--- config.mk ---
export PLATFORM = sky130hd
export DESIGN_NAME = cache_ctrl_nway
export DESIGN_NICKNAME = d
export VERILOG_FILES = /design/src/rtl/cache_ctrl_nway.sv
export SDC_FILE = /design/constraint.sdc
export NUM_CORES = 1
export LEC_CHECK = 0
export ABC_AREA = 1
export BUFFER_PORTS_ARGS = -buffer_cell sky130_fd_sc_hd__buf_2
export CELL_PAD_IN_SITES_DETAIL_PLACEMENT = 1
export CELL_PAD_IN_SITES_GLOBAL_PLACEMENT = 1
export CORE_MARGIN = 4
export CORE_UTILIZATION = 23
export CTS_BUF_LIST = sky130_fd_sc_hd__clkbuf_8
export DETAILED_ROUTE_END_ITERATION = 8
export GPL_TIMING_DRIVEN = 0
export PLACE_DENSITY_LB_ADDON = 0.15
export SYNTH_ARGS = -nofsm -noshare
export SYNTH_HDL_FRONTEND = slang
export SYNTH_SLANG_ARGS = --single-unit
--- constraint.sdc ---
create_clock -name clk -period 2.12 [get_ports clk]
set_input_delay 0.212 -clock clk [delete_from_list [all_inputs] [get_ports clk]]
set_output_delay 0.212 -clock clk [all_outputs]
set_load 0.02 [all_outputs]
--- src/rtl/cache_ctrl_nway.sv ---
// N-way set-associative cache controller: hit/miss FSM, tree-PLRU victim, write-back/fill.
// Define CACHE_CTRL_NWAY_PERF_EN to add saturating hit/miss/writeback counters.
module cache_ctrl_nway #(
   parameter int unsigned ADDR_W   = 16,
   parameter int unsigned OFFSET_W = 4,
   parameter int unsigned SET_W    = 3,
   parameter int unsigned WAYS     = 4
) (
   input  logic                                clk,
   input  logic                                rst_n,
   input  logic [ADDR_W-1:0]                   mem_address,
   input  logic                                mem_read,
   input  logic                                mem_write,
   output logic                                mem_resp,
   input  logic [WAYS-1:0]                     hit,
   input  logic [WAYS-1:0]                     valid,
   input  logic [WAYS-1:0]                     dirty,
   output logic [ADDR_W-SET_W-OFFSET_W-1:0]    tag,
   output logic [SET_W-1:0]                    set_idx,
   output logic [OFFSET_W-1:0]                 offset,
   output logic [$clog2(WAYS)-1:0]             way_sel,
   output logic                                data_write,
   output logic                                line_fill,
   output logic                                tag_write,
   output logic                                valid_write,
   output logic                                dirty_write,
   output logic                                dirty_write_val,
   output logic                                pmem_read,
   output logic                                pmem_write,
   output logic [ADDR_W-1:0]                   pmem_address,
   input  logic                                pmem_resp
`ifdef CACHE_CTRL_NWAY_PERF_EN
   ,
   output logic [31:0]                         hit_count,
   output logic [31:0]                         miss_count,
   output logic [31:0]                         wb_count
`endif
);

   localparam int unsigned TAG_W = ADDR_W - SET_W - OFFSET_W;
   localparam int unsigned WAY_W = $clog2(WAYS);
   localparam int unsigned SETS  = 1 << SET_W;

   typedef enum logic [1:0] {IDLE, LOOKUP, WRITEBACK, FILL} state_e;

   state_e              state_q, state_d;
   logic [TAG_W-1:0]    tag_q, tag_d;
   logic [SET_W-1:0]    set_q, set_d;
   logic [OFFSET_W-1:0] off_q, off_d;
   logic                wr_q, wr_d;
   logic [WAY_W-1:0]    way_q, way_d;
   logic [WAYS-2:0]     plru_q [SETS];
   logic [WAYS-2:0]     plru_d [SETS];
   // Shadow of the tags this controller wrote, used to address write-backs.
   logic [TAG_W-1:0]    stag_q [SETS][WAYS];
   logic [TAG_W-1:0]    stag_d [SETS][WAYS];

   logic [WAY_W-1:0]    hit_way_c, inv_way_c, plru_way_c, victim_c;
   logic [WAYS-1:0]     tree_c, tree_upd_c;

   // Lowest hit way, lowest invalid way, PLRU walk and PLRU update for the hit way.
   always_comb begin : way_pick
      logic [WAY_W-1:0] node;
      hit_way_c  = '0;
      inv_way_c  = '0;
      for (int i = int'(WAYS) - 1; i >= 0; i--) begin
         if (hit[i])    hit_way_c = WAY_W'(i);
         if (!valid[i]) inv_way_c = WAY_W'(i);
      end
      tree_c     = {1'b0, plru_q[set_q]};
      plru_way_c = '0;
      node       = '0;
      for (int l = 0; l < int'(WAY_W); l++) begin
         plru_way_c[int'(WAY_W) - 1 - l] = tree_c[node];
         node = WAY_W'(2 * int'(node) + 1 + int'(tree_c[node]));
      end
      victim_c   = (~&valid) ? inv_way_c : plru_way_c;
      tree_upd_c = tree_c;
      node       = '0;
      for (int l = 0; l < int'(WAY_W); l++) begin
         tree_upd_c[node] = ~hit_way_c[int'(WAY_W) - 1 - l];
         node = WAY_W'(2 * int'(node) + 1 + int'(hit_way_c[int'(WAY_W) - 1 - l]));
      end
   end

   always_comb begin : fsm_next
      state_d         = state_q;
      tag_d           = tag_q;
      set_d           = set_q;
      off_d           = off_q;
      wr_d            = wr_q;
      way_d           = way_q;
      plru_d          = plru_q;
      stag_d          = stag_q;
      mem_resp        = 1'b0;
      data_write      = 1'b0;
      line_fill       = 1'b0;
      tag_write       = 1'b0;
      valid_write     = 1'b0;
      dirty_write     = 1'b0;
      dirty_write_val = 1'b0;
      pmem_read       = 1'b0;
      pmem_write      = 1'b0;
      pmem_address    = '0;
      tag             = tag_q;
      way_sel         = way_q;
      case (state_q)
         IDLE: begin
            if (mem_read || mem_write) begin
               tag_d   = mem_address[ADDR_W-1 -: TAG_W];
               set_d   = mem_address[OFFSET_W +: SET_W];
               off_d   = mem_address[OFFSET_W-1:0];
               wr_d    = mem_write & ~mem_read;
               state_d = LOOKUP;
            end
         end
         LOOKUP: begin
            way_sel = hit_way_c;
            if (|hit) begin
               mem_resp      = 1'b1;
               plru_d[set_q] = tree_upd_c[WAYS-2:0];
               if (wr_q) begin
                  data_write      = 1'b1;
                  dirty_write     = 1'b1;
                  dirty_write_val = 1'b1;
               end
               state_d = IDLE;
            end else begin
               way_d   = victim_c;
               state_d = (valid[victim_c] && dirty[victim_c]) ? WRITEBACK : FILL;
            end
         end
         WRITEBACK: begin
            tag          = stag_q[set_q][way_q];
            pmem_write   = 1'b1;
            pmem_address = {stag_q[set_q][way_q], set_q, OFFSET_W'(0)};
            if (pmem_resp) begin
               dirty_write = 1'b1;
               state_d     = FILL;
            end
         end
         FILL: begin
            pmem_read    = 1'b1;
            pmem_address = {tag_q, set_q, OFFSET_W'(0)};
            if (pmem_resp) begin
               line_fill            = 1'b1;
               tag_write            = 1'b1;
               valid_write          = 1'b1;
               dirty_write          = 1'b1;
               stag_d[set_q][way_q] = tag_q;
               state_d              = LOOKUP;
            end
         end
         default: state_d = IDLE;
      endcase
   end

   assign set_idx = set_q;
   assign offset  = off_q;

   always_ff @(posedge clk or negedge rst_n) begin
      if (!rst_n) begin
         state_q <= IDLE;
         tag_q   <= '0;
         set_q   <= '0;
         off_q   <= '0;
         wr_q    <= 1'b0;
         way_q   <= '0;
         for (int s = 0; s < int'(SETS); s++) begin
            plru_q[s] <= '0;
            for (int w = 0; w < int'(WAYS); w++) stag_q[s][w] <= '0;
         end
      end else begin
         state_q <= state_d;
         tag_q   <= tag_d;
         set_q   <= set_d;
         off_q   <= off_d;
         wr_q    <= wr_d;
         way_q   <= way_d;
         plru_q  <= plru_d;
         stag_q  <= stag_d;
      end
   end

`ifdef CACHE_CTRL_NWAY_PERF_EN
   logic [31:0] hit_cnt_q, hit_cnt_d, miss_cnt_q, miss_cnt_d, wb_cnt_q, wb_cnt_d;
   logic        hit_ev_c, miss_ev_c, wb_ev_c;

   // Saturating event counters.
   always_comb begin
      hit_ev_c   = (state_q == LOOKUP) && (|hit);
      miss_ev_c  = (state_q == LOOKUP) && !(|hit);
      wb_ev_c    = miss_ev_c && (state_d == WRITEBACK);
      hit_cnt_d  = hit_cnt_q  + 32'(hit_ev_c  && (hit_cnt_q  != '1));
      miss_cnt_d = miss_cnt_q + 32'(miss_ev_c && (miss_cnt_q != '1));
      wb_cnt_d   = wb_cnt_q   + 32'(wb_ev_c   && (wb_cnt_q   != '1));
   end

   always_ff @(posedge clk or negedge rst_n) begin
      if (!rst_n) begin
         hit_cnt_q  <= '0;
         miss_cnt_q <= '0;
         wb_cnt_q   <= '0;
      end else begin
         hit_cnt_q  <= hit_cnt_d;
         miss_cnt_q <= miss_cnt_d;
         wb_cnt_q   <= wb_cnt_d;
      end
   end

   assign hit_count  = hit_cnt_q;
   assign miss_count = miss_cnt_q;
   assign wb_count   = wb_cnt_q;
`endif

endmodule

==> out/results.ini, run 1 <==
[yosys]
syn-cell-area_um2 = 14790
yosysWarnings = 0
yosysUniqueCellTypes = 34
syn_area_per_cell_um2 = 8.520
synthCells = 1736
synth.area.mux_share = 0.003045
synth-compound-area-share = 0.1651
yosysSeqAreaShare = 0.5634
synth-seq-cells = 333
synthAdderAreaFrac = 0.004230
synthSimpleGateAreaFrac = 0.2054
synth_top_family_by_area = simple AND/OR/NAND/NOR gates
synth_xor_area_frac = 0

[detailed_routing]
antenna_left = 0
drc_errors = 0
routed_via_density = 4.878
wl_um = 74000
wl_per_cell_um = 25.85
drt_pre_antenna_iters = 5
vias = 13970
drtIter0Drc = 1111

[critical_path]
worstPathArrival_ns = 3.07
crit_family = simple AND/OR/NAND/NOR gates
critPathRequiredTime_ns = 1.91
slowest_delay_ns = 0.42
crit_chain = buf_6, nor2_4, buf_12, nand2_8, inv_4, buf_12, buf_12, a22o_1, a21oi_1, nand3_1, nand2_1, nand4_1, nand2_1, nand2_1, buf_6
cp-end-kind = output port
cp_max_fo = 7
startpoint_type = flip-flop
critPathSlowestCell = dfrtp_2
cp_num_buf_inv = 6
critPathKind = flip-flop to output port

[global_routing]
grt_max_degree = 107
antenna_found_initial = 2
gr-usage-all-layers = 0.2170
grt_pass1_wl_um = 105500
first_global_vias = 14320
grt-ovfl-total = 0

[timing]
rsz0062_at_grt = yes
setup_viol_count_final = 95
max_freq_mhz = 304.5
fin_tns_setup_ns = -55.57
fin_ws_ns = -1.164
finalHoldViolations = 0
worst_slew_pin_slew_ns = 1.163
post-route-period-util = 1.549
slew_headroom = 0.2244
slew_viol_final = 0
fin_crit_ns = 3.284
fin_worst_skew_ns = 0.03183

[die]
dieWidth_um = 261.6
fp.dieH_um = 261.6
initial_core_util = 0.2336
pin_count = 76
rows = 92
fp.coreArea_um2 = 63310
die_area_um2 = 68430

[run_status]
status = finished with violations
violations = setup timing

[power]
power_mw = 24.31
ir_drop_mv = 0.5214
p_leak_nw = 9.050
p_per_area_nw_per_um2 = 1215

[clock_tree]
clk_path_buf_depth = 3
ctsRootBufferMaster = clkbuf_8
cts.sinks = 333
tritoncts = built
path_clk_slew_ns = 0.06
htreeDepth = 3
cts_buffers = 67
worstSkewPairLatency_ns = 0.67

[place]
post-place-ws_ns = -1.570
dp.cells = 2659
portBuffers = 71
gp_congestion = 0.8741
hpwl_um = 50360

[job]
cap_violations = 0

[layout]
drive_above_1_share = 0.2283
post-route-util = 0.3159
final_nets = 2013
layout.cells.non_filler = 2863
multi_input_area_um2 = 6337
n_fill_cell = 7394
seqCellArea_um2 = 8338
synthToLayoutAreaGrowth_pct = 35.23

[hold_path]
hp-class = input pin to flip-flop

-- synthesized netlist by cell type --
cell type | n | share of area
a211oi_1 | 2 | 0.0010
a21oi_1 | 13 | 0.0044
a221oi_1 | 18 | 0.011
a221oi_2 | 2 | 0.0020
a22o_1 | 9 | 0.0053
a22oi_1 | 37 | 0.019
and3_1 | 4 | 0.0017
buf_2 | 22 | 0.0074
buf_4 | 17 | 0.0086
buf_6 | 2 | 0.0015
clkbuf_1 | 64 | 0.016
clkbuf_2 | 1 | 0.00034
clkinv_1 | 2 | 0.00051
conb_1 | 1 | 0.00025
dfrtp_1 | 333 | 0.56
ha_1 | 5 | 0.0042
inv_1 | 88 | 0.022
inv_2 | 6 | 0.0015
mux2_2 | 4 | 0.0030
nand2_1 | 621 | 0.16
nand2_2 | 19 | 0.0080
nand3_1 | 26 | 0.0088
nand3b_1 | 2 | 0.0010
nand4_1 | 30 | 0.013
nor2_1 | 44 | 0.011
nor2_2 | 4 | 0.0017
nor3_2 | 4 | 0.0027
o2111ai_1 | 5 | 0.0030
o211ai_1 | 2 | 0.0010
o21ai_0 | 339 | 0.11
o21ai_1 | 5 | 0.0017
o221ai_1 | 1 | 0.00059
o22ai_1 | 1 | 0.00042
o31ai_1 | 3 | 0.0015
-- registers in the layout, indices dropped and copies added (netlist names) --
name / count
wr_q: 1
stag_q: 288
set_idx: 3
state_q: 2
way_q: 2
offset: 4
tag_q: 9
plru_q: 24
-- report_power, final --
group	switching (mW)	internal (mW)	total, mW
Clock	3.07	3.61	6.68
Combinational	6.79	3.37	10.2
Sequential	0.453	7.01	7.46
-- cell type report --
class | count | area share
flip-flops and latches | 333 | 0.4169
multi-input cells | 1204 | 0.3168
repair buffers | 177 | 0.08276
clock buffers | 79 | 0.05436
well taps | 846 | 0.05292
plain buffers | 96 | 0.04548
inverters | 96 | 0.02083
clock inverters | 30 | 0.009696
diodes | 2 | 0.0002502
-- logic make-up (layout without fill, tap and decap cells) --
logic type               Yosys count  in the layout
AND/OR/NAND/NOR                  754            754
AO/OA/AOI/OAI                    437            437
flip-flops                       333            333
buffers and inverters            202            478
adder cells (fa/ha/maj)            5              5
multiplexers                       4              4
other                              1              6
-- metrics by stage --
stage          hold slack (ns)  area, µm²
2_1_floorplan         -0.08359      14820
3_3_place_gp            0.4219      16230
6_report               0.02411      20000
4_1_cts               0.005674      19690
3_5_place_dp            0.2220      16340
5_1_grt                0.03240      20000
-- worst paths after layout --
check,cells past startpoint,from,slack (ns),endpoint
setup / recovery,15,set_idx[1],-1.16,pmem_address[14]
hold / removal,3,hit[0],0.02,plru_q[22]
setup reg to reg,7,way_q[0],-0.61,stag_q[43]
hold reg to reg,2,stag_q[172],0.48,stag_q[172]
max in group asynchronous,4,rst_n,0.66,stag_q[264]
min in group asynchronous,2,rst_n,0.11,stag_q[90]
-- layer usage --
metal / routed length (µm) / GRT usage / part of all wire
met4: 2505 / 0.07193 / 0.034
met3: 4258 / 0.05009 / 0.058
met5: 13 / 0 / 0.00018
met2: 33670 / 0.3375 / 0.46
met1: 33550 / 0.2988 / 0.45
-- cell usage in the layout, fill, tap and decap left out, types with 11 or more instances in the layout --
cell / n
a22oi_1: 25
a22oi_2: 12
buf_12: 33
buf_2: 52
buf_4: 68
buf_6: 30
clkbuf_1: 36
clkbuf_8: 80
dfrtp_1: 329
dlygate4sd3_1: 25
inv_1: 101
nand2_1: 580
nand2_2: 46
nand2_4: 11
nand3_1: 24
nand4_1: 30
nor2_1: 30
nor2_4: 11
o21ai_0: 324
-- worst min-delay path, stage by stage --
cell and delay [ns]:
buf_2 0.14, o31ai_4 0.14, o21ai_1 0.14
-- timing repair --
action | CTS | global route
pin swaps | 53 | 36
endpoints found under the hold margin | 113 | 0
setup buffers | 61 | 15
hold buffers | 25 | 0
gates resized for setup | 306 | 88
setup endpoints to repair | 343 | 204
cloned | 5 | 0
(Power assumes the default switching activity.)
==> run 2: changes to the inputs <==
==> constraint.sdc (replaced) <==
create_clock -name clk -period 3.28 [get_ports clk]
set_input_delay 0.328 -clock clk [delete_from_list [all_inputs] [get_ports clk]]
set_output_delay 0.328 -clock clk [all_outputs]
set_load 0.02 [all_outputs]
==> run 2 against run 1 <==
  * The flow still finishes with violations (setup timing)
  * Clock power fell by 32%
  * Total power fell by 36%
  * Flip-flop and latch count did not move
  * Clock-buffer cell count rose by 11
  * Die area did not move
  * Clock skew fell by 0.00056 ns
  * Largest cell class unchanged
==> out/results.ini, run 2 (synthesis results as in run 1) <==
[hold_path]
min_from = valid[0]
worstHoldPathCells = 5  ; +2
hp-class = input pin to flip-flop
holdPathEnd = way_q[0]

[timing]
post-route-period-util = 1.030
slew_viol_final = 0  ; unchanged
setup_viol_count_final = 17  ; -82%
fin_worst_skew_ns = 0.03127  ; -0.0005589 ns
max_freq_mhz = 296.1
holdWs_ns = 0.08732  ; +0.06321 ns
fin_tns_setup_ns = -0.8872  ; +54.68 ns
fin_crit_ns = 3.377
rsz0062_at_grt = yes
fin_ws_ns = -0.09681  ; +1.067 ns
slew_headroom = 0.1433  ; -0.08110
worst_slew_pin_slew_ns = 1.285  ; +0.1216 ns
finalHoldViolations = 0  ; unchanged

[global_routing]
gr-usage-all-layers = 0.2142  ; -0.002728
grt-ovfl-total = 0  ; unchanged
grt_pass1_wl_um = 104900  ; -0.63%
grt_max_degree = 109  ; +1.9%
first_global_vias = 14350  ; +0.22%
antenna_found_initial = 11  ; +9

[detailed_routing]
routed_via_density = 4.846  ; -0.66%
vias = 13890  ; -0.55%
antenna_left = 0  ; unchanged
drtIter0Drc = 1159  ; +4.3%
wl_um = 73970  ; about the same
drt_pre_antenna_iters = 5  ; unchanged
drc_errors = 0  ; unchanged
wl_per_cell_um = 25.81  ; -0.14%

[job]
cap_violations = 0  ; unchanged

[power]
p_leak_nw = 8.884  ; -1.8%
seqPwrFrac = 0.309  ; +0.002
comb_power_share = 0.397  ; -0.021
p_per_area_nw_per_um2 = 789.4  ; -35%
internal_power_mw = 8.955  ; -36%
p_sw_frac = 0.4226  ; -0.001813
power_switching_mw = 6.555  ; -36%
clkPwrFrac = 0.294  ; +0.019
power_mw = 15.51  ; -36%
ir_drop_mv = 0.3126  ; -40%

[critical_path]
critPathKind = flip-flop to output port
r2r-end = stag_q[167]
reg2reg_depth = 6  ; -1
cp_max_fo = 7  ; unchanged
cp-end-kind = output port
rrSetupSlack_ns = 0.07  ; +0.68 ns
startpoint_type = flip-flop
r2r-start = state_q[0]
worstPathArrival_ns = 3.05  ; -0.02 ns
critPathRequiredTime_ns = 2.95  ; +1.04 ns

[layout]
largest-register = stag_q
n_fill_cell = 7444  ; +0.68%
final_cell_mix = nand2_1 (592), dfrtp_1 (331), o21ai_0 (328)
multi_input_area_um2 = 6187  ; -2.4%
drive_above_1_share = 0.2070  ; -0.02125
final_nets = 2006  ; -0.35%
seqCellArea_um2 = 8335  ; about the same
final_area_um2 = 19650  ; -1.8%
layout_commonest_cell = nand2_1
post-route-util = 0.3103  ; -0.005593
synthToLayoutAreaGrowth_pct = 32.84
largest_reg_flops = 288  ; unchanged
top_regs = stag_q: 288 flops, plru_q: 24 flops, tag_q: 9 flops

[die]
die_area_um2 = 68430  ; unchanged
initial_core_util = 0.2336  ; unchanged
fp.coreArea_um2 = 63310  ; unchanged
rows = 92  ; unchanged
pin_count = 76  ; unchanged
dieWidth_um = 261.6  ; unchanged
fp.dieH_um = 261.6  ; unchanged

[run_status]
status = finished with violations
violations = setup timing

[place]
hpwl_um = 50320  ; about the same
gp_congestion = 0.8595  ; -1.7%
placed_area_um2 = 16330  ; about the same
portBuffers = 71  ; unchanged

[clock_tree]
ctsRootBufferMaster = clkbuf_8
cts.sinks = 333  ; unchanged
clk_path_buf_depth = 3  ; unchanged
tritoncts = built
path_clk_slew_ns = 0.06  ; about the same
cts_buffers = 67  ; unchanged
worstSkewPairLatency_ns = 0.66  ; about the same
htreeDepth = 3  ; unchanged

run 2: changes by cell type in the layout (fill, tap and decap cells not counted), sizes merged:
cell / change
diode: -1
dlygate4sd3: -6
buf: -13
bufinv: -1
clkinvlp: -1
inv: -3
clkinv: +5
bufbuf: -3
clkdlybuf4s15: -2
clkbuf: +28
run 2: worst max path at each step:
stage,depth (start not counted),end,from
3_3_place_gp,1,stag_q[148],rst_n
4_1_cts,14,pmem_address[7],set_idx[2]
3_5_place_dp,11,pmem_address[10],set_idx[2]
5_1_grt,14,tag[0],set_idx[2]
6_report,15,tag[0],set_idx[1]
2_1_floorplan,8,dirty_write,state_q[1]
run 2: routing by layer:
metal | global-route usage | up-vias | share of wire
li1 | - | 6230 | -
met1 | 0.2964 | 7148 | 0.45
met2 | 0.3346 | 402 | 0.46
met3 | 0.05067 | 108 | 0.060
met4 | 0.06318 | 0 | 0.030
met5 | 0 | - | 0
run 2: power by group through the flow:
stage | logic [mW] | clock network (mW) | registers (mW)
floorplan | 2.04 | 0 | 4.82
global placement | 4.51 | 0 | 4.85
detailed placement | 4.54 | 0 | 4.85
CTS | 5.91 | 4.70 | 4.78
global route | 6.50 | 4.89 | 4.83
finish | 6.16 | 4.56 | 4.79
run 2: worst max-delay path, cell delays in order, from the launching register on:
cell      delay [ns]
dfrtp_2         0.41
buf_12          0.14
buf_6           0.10
nor2_4          0.05
nand2_8         0.09
clkinv_8        0.09
buf_12          0.15
buf_12          0.15
buf_12          0.14
a22oi_2         0.23
nand3b_1        0.15
nand2_1         0.12
nand4_1         0.22
nand2_2         0.15
nand2_2         0.07
buf_6           0.13
run 2: area by class of cell:
| type | instances | share of cell area |
|---|---|---|
| clock buffer | 90 | 0.06305 |
| sequential | 333 | 0.4242 |
| timing repair buffer | 162 | 0.07279 |
| inverter | 96 | 0.02063 |
| antenna | 1 | 0.0001274 |
| clock inverter | 30 | 0.008788 |
| tap | 846 | 0.05388 |
| buffer | 104 | 0.04158 |
| multi-input combinational | 1204 | 0.3149 |
run 2: what timing repair did:
action | 4_1_cts | 5_1_grt
hold buffers | 19 | 0
hold endpoints to repair | 63 | 0
resized for setup | 227 | 56
setup endpoints to repair | 18 | 33
pin swaps | 49 | 35
gates cloned | 2 | 1
buffers inserted | 50 | 15
run 2: through the flow:
step	cells	setup slack [ns]
after floorplan	1739	0.7521
after global placement	2656	-5.341
after detailed placement	2660	-0.6116
after CTS	2851	-0.1473
after global routing	2865	-0.1859
final	2866	-0.09681
